## src/rtl/block_pingpong_ctrl.sv

```systemverilog
// ----------------------------------------------------------------------------
// block_pingpong_ctrl
//
// Sequences a ping-pong pair of block buffers. Incoming samples are written
// into the current write bank at an incrementing address. A bank that holds
// BLOCK_SIZE samples is marked full, the writer moves to the other bank, and
// full banks are offered to the consumer oldest-first. When both banks are
// full the controller stalls the upstream stream until the consumer releases
// a bank. Completed blocks are counted modulo 2^CNT_W.
//
// Ports:
//   clk          clock, all logic on the rising edge
//   rst          synchronous, active-high reset
//   in_valid     upstream sample valid
//   in_ready     a sample can be accepted this cycle
//   restart      discard the partial block in the write bank, pointer to 0
//   wr_en        buffer write strobe (in_valid & in_ready)
//   wr_bank      bank currently being filled
//   wr_addr      write address within the bank
//   fill_level   samples already written into the current block
//   block_done   one-cycle pulse the cycle after a block's final write
//   blk_valid    a full bank is available to the consumer
//   blk_bank     bank offered to the consumer
//   blk_release  consumer is done with blk_bank (ignored when blk_valid = 0)
//   blk_count    completed blocks since reset, wrapping
// ----------------------------------------------------------------------------
module block_pingpong_ctrl #(
    parameter  int BLOCK_SIZE = 256,
    parameter  int CNT_W      = 16,
    localparam int ADDR_W     = $clog2(BLOCK_SIZE)
) (
    input  logic              clk,
    input  logic              rst,
    input  logic              in_valid,
    output logic              in_ready,
    input  logic              restart,
    output logic              wr_en,
    output logic              wr_bank,
    output logic [ADDR_W-1:0] wr_addr,
    output logic [ADDR_W-1:0] fill_level,
    output logic              block_done,
    output logic              blk_valid,
    output logic              blk_bank,
    input  logic              blk_release,
    output logic [CNT_W-1:0]  blk_count
);

    localparam logic [ADDR_W-1:0] LAST_ADDR = ADDR_W'(BLOCK_SIZE - 1);

    logic [ADDR_W-1:0] wr_ptr;
    logic              wr_bank_q;
    logic              rd_bank_q;
    logic [1:0]        full;
    logic              done_q;
    logic [CNT_W-1:0]  cnt_q;

    logic last_write;
    logic release_fire;

    // The bank being filled is never full unless both banks are full, so
    // checking only the write bank is enough to apply backpressure.
    assign in_ready     = !full[wr_bank_q] && !restart;
    assign wr_en        = in_valid && in_ready;
    assign wr_addr      = wr_ptr;
    assign fill_level   = wr_ptr;
    assign wr_bank      = wr_bank_q;
    assign blk_valid    = full[rd_bank_q];
    assign blk_bank     = rd_bank_q;
    assign block_done   = done_q;
    assign blk_count    = cnt_q;

    assign last_write   = wr_en && (wr_ptr == LAST_ADDR);
    assign release_fire = blk_valid && blk_release;

    // NOTE: state is updated with non-blocking assignments so every register
    // samples the pre-edge values; blocking here would chain the updates.
    always_ff @(posedge clk) begin
        if (rst) begin
            wr_ptr    <= '0;
            wr_bank_q <= 1'b0;
            rd_bank_q <= 1'b0;
            full      <= 2'b00;
            done_q    <= 1'b0;
            cnt_q     <= '0;
        end else begin
            // NOTE: done_q defaults low each cycle so it can only pulse for
            // one cycle; the final-write branch below overrides it.
            done_q <= 1'b0;

            if (restart) begin
                // Restart blocks acceptance in the same cycle, so no write
                // can collide with the pointer reset.
                wr_ptr <= '0;
            end else if (last_write) begin
                wr_ptr          <= '0;
                full[wr_bank_q] <= 1'b1;
                wr_bank_q       <= ~wr_bank_q;
                done_q          <= 1'b1;
                cnt_q           <= cnt_q + 1'b1;
            end else if (wr_en) begin
                wr_ptr <= wr_ptr + 1'b1;
            end

            // A release always targets the bank opposite the one being
            // filled, so it never conflicts with the full[] set above.
            if (release_fire) begin
                full[rd_bank_q] <= 1'b0;
                rd_bank_q       <= ~rd_bank_q;
            end
        end
    end

endmodule

```

## config.mk

```make
export PLATFORM = sky130hd
export DESIGN_NAME = block_pingpong_ctrl
export DESIGN_NICKNAME = d
export VERILOG_FILES = /design/src/rtl/block_pingpong_ctrl.sv
export SDC_FILE = /design/constraint.sdc
export NUM_CORES = 1
export LEC_CHECK = 0
export CAP_MARGIN = 20
export CORE_MARGIN = 8
export CORE_UTILIZATION = 43
export CTS_CLUSTER_DIAMETER = 40
export CTS_CLUSTER_SIZE = 25
export DETAILED_ROUTE_END_ITERATION = 7
export GPL_TIMING_DRIVEN = 0
export PLACE_DENSITY_LB_ADDON = 0.08
export RECOVER_POWER = 100
export SYNTH_ARGS = -nofsm -noshare
export SYNTH_HDL_FRONTEND = slang
export SYNTH_SLANG_ARGS = --single-unit
```

## constraint.sdc

```tcl
create_clock -name clk -period 3.6 [get_ports clk]
set_input_delay 0.72 -clock clk [delete_from_list [all_inputs] [get_ports clk]]
set_output_delay 0.72 -clock clk [all_outputs]
set_load 0.05 [all_outputs]
```

Yosys cells after proc, flatten, opt, wreduce, memory -nomap -nowiden
Cells that the tools add are included.

operators by class
  equal/unequal tests = 1
  bitwise operators = 6
  $lt $le $gt $ge = 4
  multiplexer cells = 13
  multipliers = 0
  shift operators = 0
  reduce and logical (&&, ||, !) cells = 11
  add/sub/neg operators = 2
  divide/modulo/power cells = 0

operator list
  kind                                                count
  adder 16 x 1 -> 16 bit, second input constant       1
  adder 8 x 1 -> 8 bit, second input constant         1
  equality test 8 bit, second input constant          1
  2-to-1 mux 2 bit                                    4
  2-to-1 mux 1 bit                                    7
  logical AND 1 bit                                   6
  < comparator 1 x 2 -> 1 bit, second input constant  2
  inverter 1 bit                                      3
  OR reduction 3 bit                                  1
  AND 2 bit                                           1
  demux 1 bit (select 1 bit)                          2
  >= comparator 1 bit, second input constant          2
  logical NOT 1 bit                                   2
  inverter 2 bit                                      1
  bitwise OR 2 bit                                    1
  AND reduction 2 bit                                 1
  OR reduction 2 bit                                  1

storage, ports and cells
  memories kept = 0
  memory bits (writable) = 0
  word-level logic and storage cells = 43
  memory bits (read-only) = 0
  bits in latches = 0
  register bits = 29

Logic depth before layout (Yosys ltp)
  depth after elaboration = 11
  depth in mapped cells = 7
  mapped depth without buffers = 5

Least setup slack after synthesis
No wires, ideal clock.

  path type = reg2reg
  start point = register wr_ptr[0] (netlist: fill_level[0])
  end point = register cnt_q[15] (netlist: blk_count[15])
  cell stages (with the launch flop) = 7
  required time = 3.479 ns
  arrival time = 2.379 ns
  period minus slack after synthesis = 2.500 ns
  slack = 1.100 ns
  path buffers = 1
  path through = dfxtp_1 -> ha_1 -> nand4b_1 -> or4_4 -> buf_6 -> nor4_1 -> mux2_2

on the way
  cells in the longest elaborated chain, start to end = 3

RTL lines
  element                               RTL line  RTL
  start, declared                       50        logic [ADDR_W-1:0] wr_ptr;
  start signal, assigned                101       wr_ptr <= wr_ptr + 1'b1;
  equality test 8 bit                   72        assign last_write = wr_en && (wr_ptr == LAST_ADDR);
  logical AND 1 bit                     72
  AND reduction 2 bit (no source line)  n/a
  end signal, assigned                  99        cnt_q <= cnt_q + 1'b1;
  end, declared                         55        logic [CNT_W-1:0] cnt_q;

Every way passes these cells.
A chain may end at the register's enable or synchronous reset.

Final worst setup path
  start point = input port restart
  end point = output port wr_en

on the way
  cells in the longest elaborated chain, start to end = 3

RTL lines
  element            RTL line  RTL
  start, declared    36        input logic restart,
  logical NOT 1 bit  62        assign in_ready = !full[wr_bank_q] && !restart;
  logical AND 1 bit  62
  logical AND 1 bit  63        assign wr_en = in_valid && in_ready;
  end, declared      37        output logic wr_en,

Every way passes these cells.

==> metrics <==
reg-to-reg startpoint=fill_level[0]; CTS tree=built; min cycle time layout=3402 ps; RD Place Congestion=0.7911; DP HPWL=2.836 mm; Final Core Density=0.5972; Critical Path Sink Type=output port; row cnt=21; Num Clock Sinks=29; Chip Height=73.70 microns; most common cell after layout, fill and taps aside=dlygate4sd3_1; Initial Util=0.4393; max-cap violations=0; Worst Path Required=2880 ps; antenna violations before repair=0; filler cell count in the final layout=345; vias after detailed routing=1428; Final WS setup=197.8 ps; worst path cell trace=dlygate4sd3_1 -> nor2b_1 -> nand2_1 -> inv_1 -> clkdlybuf4s50_1; CORE AREA=3258 sq um; vias in the first global route=1369; fraction of layout cells with a size suffix above 1=0.08257; synthesized area per cell=8.520 sq um; Buf+Inv Stages, Crit Path=3; Inserted Diodes=0; Routed Antenna Nets=0; Tcrit/Tclk final=0.9451; hold crit path type=register to register; IO buf count=42; CTS Root Cell=clkbuf_4; setup_tns=0 ps; register area share after synthesis=0.4056; reg-to-reg slack, setup=1080 ps; first-pass GRT wire length=6.375 mm; synth top area cells=dfxtp_1, a21oi_1, buf_4, or4_1, o31ai_1; unrepaired setup endpoints after global routing=false; startpoint types=input port; Gate Count Post-Synth=168; Max Root-Sink Buffers=2; multi-input logic area=729.5 sq um; fin nets=224; crit path DAT=2680 ps; clock latency on the worst-skew pair=320 ps; Slew HR=0.6488; CTS resizes=0; Die W=73.70 microns; Lkg Pwr=0.7511 nW; postcts setup bufs=0; CTS clk-pin slew, worst paths=80 ps; First-pass DRT Iterations=4; CP max stage delay=800 ps; delay-heaviest family, CP=buffers and inverters; # DRC=0; reg2reg end=blk_count[10]; hold endpoint=blk_count[13]; pre-CTS WS=297.0 ps; fin. max-slew vios=0; Synth cell types=33; post-synth top area share=0.4056; total gr overflow=0; Top Ports=43; Pwr per Cell Area=276.3 nW/um^2; cell accounting for the most synthesized area=dfxtp_1; synthesis-to-finish area growth=35.93%; Seq. cell area=580.6 sq um; pin count of the biggest net entering global routing=11; worst min-delay path startpoint=blk_count[13]; Setup Skew=8.407 ps; Setup CP Type=input port to output port; die footprint=5431 sq um; VDD IR max=0.1741 mV; hold path depth=2; Post-CTS Hold Buffers=0; vias per inst=5.409; Warnings, synthesis=0; Yosys reg bits=29; Hold Fails Final Rpt=0; Slowest-stage cell, CP=clkdlybuf4s50_1; outcome=finished clean; measured slew at the worst slew-check pin=525.1 ps; Final setup violation count=0; routed wire length=3.758 mm; Max Clk Rate=293.9 MHz; H-tree depth=2; synthesized net count=175; Worst Reg2Reg Path Length in Cells=7; GRT Total Usage=0.1496; DR iter-0 viols=83; total power=0.5376 mW; most frequent cells in the layout=dlygate4sd3_1, dfxtp_1, a21oi_1; post-synthesis cell area=1431 sq um; Worst Path Max Fanout=8; Num CTS Buffers=5; Avg WL per Cell=14.23 microns
## stage by stage
| stage | hold slack, ps | instance area (sq um) | cells |
|---|---|---|---|
| detailed placement | 493.9 | 1909 | 256 |
| CTS | 504.6 | 1958 | 264 |
| global route | 555.8 | 1946 | 264 |
| global placement | 482.1 | 1909 | 256 |
| floorplan | 466.2 | 1431 | 168 |
| finish | 500.3 | 1946 | 264 |
## worst reg2reg max path: stages (launching register included)
cell	delay (ps)
dfxtp_1	420
ha_1	220
nand4b_1	210
or4_1	530
clkbuf_1	240
clkbuf_1	310
o31ai_1	340
a21oi_1	100
## final cells by class
cell class / count / share of cell area
Multi-Input combinational cell: 118 / 0.3749
Clock buffer: 8 / 0.02508
Buffer: 14 / 0.04244
Inverter: 7 / 0.01350
Tap cell: 46 / 0.02958
Sequential cell: 29 / 0.2984
Timing Repair Buffer: 42 / 0.2161
## report_power, final
| part | internal (mW) | switching [mW] |
|---|---|---|
| clock network | 0.0777 | 0.109 |
| logic | 0.00951 | 0.0196 |
| registers | 0.321 | 0.000692 |
| total | 0.408 | 0.129 |
## worst max-delay path by stage
| stage | startpoint | endpoint | depth (start not counted) |
|---|---|---|---|
| floorplan | fill_level[0] | blk_count[15] | 6 |
| global placement | restart | wr_en | 5 |
| detailed placement | restart | wr_en | 5 |
| CTS | restart | wr_en | 5 |
| global route | restart | wr_en | 5 |
| finish | restart | wr_en | 5 |
## metal layers
| metal | track usage | up-vias | routed length, microns |
|---|---|---|---|
| met1 | 0.1755 | 678 | 1703 |
| met2 | 0.2323 | 35 | 1721 |
| met5 | 0 | - | 0 |
| met3 | 0.06548 | 6 | 285 |
| li1 | - | 709 | - |
| met4 | 0.05765 | 0 | 46 |
## cell families after synthesis
family          count (synthesis)  synth area share
buf+inv                        21           0.08217
flops                          29            0.4056
fa+ha+maj                       2           0.01748
compound gates                 33            0.1355
xor+xnor                        8           0.04895
mux                             5           0.04021
simple gates                   70            0.2701
## Yosys cell counts
cell type and count:
buf_4 8, nor3_1 6, a21oi_1 18, mux2_2 2
a311oi_1 1, mux2_4 1, dfxtp_1 29, o21ai_0 5
or3_1 5, nor4_1 2, or3b_1 1, nand2_1 11
xor2_1 4, nand2b_1 1, o41ai_1 2, or4_4 1
or2_2 2, buf_6 1, nand4b_1 3, or4_1 8
nor2b_1 2, o31ai_1 7, xnor2_1 4, nand3_1 9
nor2_1 13, inv_1 7, mux2i_1 2, and4_1 1
buf_2 1, nand4_1 5, ha_1 2, clkbuf_1 3
buf_1 1
## state kept, by name, summed over array words and instances (netlist names)
| signal | count |
|---|---|
| full | 2 |
| fill_level | 8 |
| block_done | 1 |
| blk_bank | 1 |
| wr_bank | 1 |
| blk_count | 16 |
(Power assumes the default switching activity.)
==> variant 1: new RTL, same settings <==
Put one more register stage on the output `blk_count`, with the module's reset. The value now appears one clock later. The other outputs are not delayed to match.
--- a/src/rtl/block_pingpong_ctrl.sv
+++ b/src/rtl/block_pingpong_ctrl.sv
@@ -67,7 +67,13 @@
     assign blk_valid    = full[rd_bank_q];
     assign blk_bank     = rd_bank_q;
     assign block_done   = done_q;
-    assign blk_count    = cnt_q;
+    always_ff @(posedge clk) begin
+        if (rst) begin
+            blk_count <= '0;
+        end else begin
+            blk_count <= cnt_q;
+        end
+    end
 
     assign last_write   = wr_en && (wr_ptr == LAST_ADDR);
     assign release_fire = blk_valid && blk_release;
Function: no difference found for any inputs over 10 cycles, from zero or initial values and one cycle with rst high; that may be too few to reach the edited logic, so the function may still have changed.
==> variant 1 against the unedited design <==
Highest routed layer unchanged. Area after synthesis increased by 28%. Largest power group unchanged. Worst hold slack worse by 14 ps. Total power is 51% higher. Design area is 22% higher. Via count grew 3.5%. Sequential cell count rose by 16. Wire length up 5.5%. Worst setup slack improved by 45 ps. Critical path type unchanged. Die area rose by 22%. First-iteration DRC count fell by 11%.
==> variant 1: results (changes against the unedited design) <==
Logic synthesis:
- By count the netlist is led by 45 x sky130_fd_sc_hd__dfxtp_1, 13 x sky130_fd_sc_hd__nor2_1, 12 x sky130_fd_sc_hd__nor2b_1.
- The count of unique library cells instantiated by Yosys is 36 (+9.1%).
- The net count after synthesis is 198 (+13%).
- Ranked by total cell area, the synthesized netlist is headed by sky130_fd_sc_hd__dfxtp_1 49%, sky130_fd_sc_hd__nor2b_1 4.1%, sky130_fd_sc_hd__mux2_2 3.7%.
- The sequential fraction of the synthesis area is 49.0% (+8.5 points).

Clocking:
- The clock latency on the worst-skew pair was 280 ps (-40 ps).
- The clock root buffer is sky130_fd_sc_hd__clkbuf_8.
- The clock-pin slew on the worst setup and hold paths is 70 ps.
- The clock buffer count from CTS is 5 (unchanged).

GRT:
- The pin count of the biggest net entering global routing is 13 (+2).
- The total track usage is 13.0% (-2.0 points).
- The wire length of the first global-routing pass is 6.69 mm (+5.0%).

Layout:
- The number of nets in the finished design is 247 (+10%).
- The layout cell share with drive strength beyond 1 is 11.7% (+3.5 points).
- The total of fill cells in the finished design is 357 (+3.5%).

Worst setup path:
- The reg-to-reg endpoint is fill_level[1].
- The data arrival time of the critical path was 2640 ps (-40 ps).
- The critical-path maximum fanout came to 6 (-2).
- The setup slack of the most critical reg-to-reg path was 1360 ps (+280 ps).

Detailed routing:
- The number of vias after detailed routing is 1478 (+3.5%).
- The routed length per instance is 13.7 microns (-3.6%).
- The detailed-router iteration count before antenna repair is 4 (unchanged).
- The DRC marker count from the first detailed-route iteration was 74 (-11%).

Placement:
- The routability congestion estimate came to 0.754 (-4.6%).
- The sum of net half-perimeters after detailed placement is 2.96 mm (+4.3%).
- The instance area at placement is 2320 sq um (+22%).

Hold path:
- The terminating pin of the worst hold path is cnt_q[15].
- The startpoint of the tightest hold check path is cnt_q[15].

Pwr:
- The worst IR drop on VDD is 0.175 mV (+0.44%).

STA:
- The worst-margin pin slew was 525 ps (+0.0430 ps).
- The post-route clock skew is 3.32 ps (-5.08 ps).

Outcome:
- The run finished with clean final reports.
## variant 1: logic make-up after synthesis
| family | synth area share, % |
|---|---|
| AO/OA/AOI/OAI | 7.35 |
| adder cells (fa/ha/maj) | 1.36 |
| multiplexers | 5.31 |
| flip-flops | 49.0 |
| XOR/XNOR | 4.29 |
| buffers and inverters | 7.83 |
| AND/OR/NAND/NOR | 24.8 |
## variant 1: metrics by stage
stage               setup WS (ps)  hold WS [ps]  util (%)  instances
global route                  163           522      58.3        289
finish                        242           486      58.3        289
CTS                           404           485      59.0        289
global placement              434           463      57.2        283
floorplan                    1230           445         -        191
detailed placement            405           471      57.2        283
## variant 1: where the power goes
part	switching, mW	internal (mW)	leakage [nW]
sequential	0.000874	0.498	0.362
combinational	0.0234	0.0104	0.577
clock	0.152	0.128	0.0399
total	0.176	0.636	0.979
## variant 1: routing by layer
| layer | share of wire [%] | track usage (%) | vias to the layer above |
|---|---|---|---|
| li1 | - | - | 744 |
| met1 | 44 | 14.7 | 700 |
| met2 | 49 | 21.5 | 30 |
| met3 | 6.0 | 5.41 | 4 |
| met4 | 1.2 | 4.46 | 0 |
| met5 | 0 | 0 | - |
## variant 1: worst max-delay path by stage
stage,to,cells past startpoint
2_1_floorplan,wr_en,4
3_5_place_dp,wr_en,5
3_3_place_gp,wr_en,5
6_report,wr_en,5
4_1_cts,wr_en,5
5_1_grt,wr_en,5
## variant 1: worst max-delay path, stage by stage
cell and delay (ps):
sky130_fd_sc_hd__dlygate4sd3_1 620, sky130_fd_sc_hd__inv_1 170, sky130_fd_sc_hd__nand3_1 170, sky130_fd_sc_hd__inv_1 80, sky130_fd_sc_hd__dlygate4sd3_1 870
## variant 1: area by class of cell
| class | instances | share of cell area (%) |
|---|---|---|
| Buffer | 17 | 4.02 |
| Clock buffer | 5 | 2.91 |
| Clock inverter | 1 | 0.212 |
| Inverter | 7 | 1.11 |
| Multi-Input combinational cell | 122 | 33.2 |
| Sequential cell | 45 | 38.1 |
| Tap cell | 50 | 2.65 |
| Timing Repair Buffer | 42 | 17.8 |
==> variant 2: new RTL, same flow settings <==
Made on the original files. The parameter `CNT_W` goes from 16 to 32.
--- a/src/rtl/block_pingpong_ctrl.sv
+++ b/src/rtl/block_pingpong_ctrl.sv
@@ -26,7 +26,7 @@
 // ----------------------------------------------------------------------------
 module block_pingpong_ctrl #(
     parameter  int BLOCK_SIZE = 256,
-    parameter  int CNT_W      = 16,
+    parameter  int CNT_W      = 32,
     localparam int ADDR_W     = $clog2(BLOCK_SIZE)
 ) (
     input  logic              clk,
Interface: changed (resized blk_count); port bits go from 43 to 59. The function was not compared with the original's and may differ.
==> variant 2 against the unedited design <==
Sequential power grew 55%. Area after synthesis grew 50%. Worst setup slack gained 11 ps. Design area grew 51%. Total power grew 73%. Clock power grew 110%. Sequential cell count grew 16. Wire length grew 38%. Critical path type unchanged. Largest cell class unchanged. Highest routed layer unchanged.
==> variant 2: results (changes against the unedited design) <==
Logic synthesis:
- The sequential fraction of the synthesis area is 41.8% (+1.3 points).
- The net count after synthesis is 257 (+47%).
- By count the netlist is led by 45 x sky130_fd_sc_hd__dfxtp_1, 33 x sky130_fd_sc_hd__nor2_1, 17 x sky130_fd_sc_hd__nand2_1.
- The area fraction of the dominant cell type after synthesis was 41.8% (+1.3 points).
- The count of unique library cells instantiated by Yosys came to 36 (+9.1%).
- The proportion of synthesized flip-flops having asynchronous set or reset is 0% (unchanged).
- Sorting the synthesized cells by area gives the leading types as sky130_fd_sc_hd__dfxtp_1 42%, sky130_fd_sc_hd__nor2_1 5.8%, sky130_fd_sc_hd__xnor2_1 5.7%.

GRT:
- The wire length of the first global-routing pass was 8.86 mm (+39%).
- The met3 track utilization from global routing was 4.82% (-1.7 points).
- The number of global-route vias before repair is 1859 (+36%).
- The total track usage was 14.4% (-0.59 points).
- The met1 layer usage reported by global route is 18.2% (+0.63 points).
- The global-route track usage on met2 is 22.2% (-1.0 points).
- The pin count of the biggest net entering global routing is 15 (+4).

Pwr:
- The worst IR drop on VDD is 0.327 mV (+88%).
- The total leakage power came to 1.17 nW (+55%).

Hold path:
- The count of cells along the worst hold path came to 2 (unchanged).
- The terminating pin of the worst hold path is blk_count[31].
- The startpoint identified for the worst hold timing path is blk_count[31].

Detailed routing:
- The DRC marker count from the first detailed-route iteration was 166 (+100%).
- The routed length per instance is 13.5 microns (-4.9%).
- The detailed-router iteration count before antenna repair is 5 (+1).
- The average vias per placed instance is 5.29 (-2.2%).

Placement:
- The sum of net half-perimeters after detailed placement is 3.90 mm (+38%).
- The worst setup slack before clock tree synthesis came to 259 ps (-38.4 ps).
- The routability congestion estimate is 0.735 (-7.1%).
- The instance area at placement is 2820 sq um (+48%).
- The count of buffers from port buffering is 58 (+38%).

Outcome:
- The flow ran to the end, and the final reports show no timing, DRC or antenna violations.

STA:
- The post-route clock skew is 11.5 ps (+3.06 ps).
- The post-layout worst setup margin is 208 ps (+10.6 ps).
- The worst-margin pin slew is 729 ps (+204 ps).

Clocking:
- The number of instances resized during post-cts repair came to 0 (unchanged).
- The clock buffer count from CTS is 5 (unchanged).
- The clock root buffer is sky130_fd_sc_hd__clkbuf_8.
- The clock latency on the worst-skew pair is 300 ps (-20 ps).
- The post-CTS setup buffer count is 0 (unchanged).

Worst setup path:
- The worst reg2reg path depth is 6 (-1).
- The critical-path maximum fanout is 7 (-1).
- The reg-to-reg startpoint is wr_bank.
- The largest incremental delay on the critical path is 950 ps (+150 ps).
- The worst register-to-register path ends at blk_count[23].
- The data arrival time of the critical path came to 2670 ps (about the same).
- The setup slack of the most critical reg-to-reg path is 1140 ps (+60 ps).
- The slowest cell on the critical path is sky130_fd_sc_hd__dlygate4sd3_1.

Layout:
- The final antenna diode count was 0 (unchanged).
- The layout cell share with drive strength beyond 1 is 6.33% (-1.9 points).
- The sequential cell area in the final layout was 901 sq um (+55%).
- The total of fill cells in the finished design is 453 (+31%).
- The number of flip-flops under the largest register name is 32 (+16).
- The number of nets in the finished design is 322 (+44%).
[variant 2: changes by cell type after synthesis, sizes merged, moves of 3 or more]
cell and change:
nor2 +20, dfxtp +16, xnor2 +10, xor2 +10, and4 +7, and3 +6
clkbuf +6, nand2 +6, nand4 +6, a21oi -5, and2 +5, or4 -3
[variant 2: final cells by class]
type                    count  share of cell area (%)
clock inverters             2                    1.28
inverters                   5                   0.640
plain buffers              18                    3.33
repair buffers             58                    19.8
multi-input cells         182                    38.6
flip-flops and latches     45                    30.7
well taps                  67                    2.86
clock buffers               6                    2.81
[variant 2: kinds of logic after synthesis]
group | Yosys count | synth area share [%]
AND/OR/NAND/NOR | 122 | 31.0
flip-flops | 45 | 41.8
XOR/XNOR | 28 | 11.4
AO/OA/AOI/OAI | 26 | 7.03
buffers and inverters | 23 | 5.46
multiplexers | 4 | 2.15
adder cells (fa/ha/maj) | 2 | 1.16
[variant 2: routing by layer]
layer  share of wire, %  wire [microns]
met4               0.46              24
met3                7.5             390
met2                 47            2420
met5                  0               0
met1                 45            2350
[variant 2: critical path, delay by kind of cell]
family                 cells  cell delay (ps)
buffers and inverters      2             1440
AND/OR/NAND/NOR            1              500
[variant 2: metrics by stage]
step	hold WS, ps	cells
after floorplan	477	250
after global placement	470	375
after detailed placement	481	375
after CTS	494	383
after global routing	534	383
final	482	383
[variant 2: worst max path at each step]
stage | from | to | cells after the start
after floorplan | wr_bank | wr_en | 2
after global placement | restart | wr_en | 3
after detailed placement | restart | wr_en | 3
after CTS | restart | wr_en | 3
after global routing | restart | wr_en | 3
final | restart | wr_en | 3
[variant 2: where the power goes]
part	switching (mW)	total [mW]	internal [mW]
sequential	0.000615	0.498	0.498
clock	0.175	0.401	0.226
combinational	0.0211	0.0315	0.0104
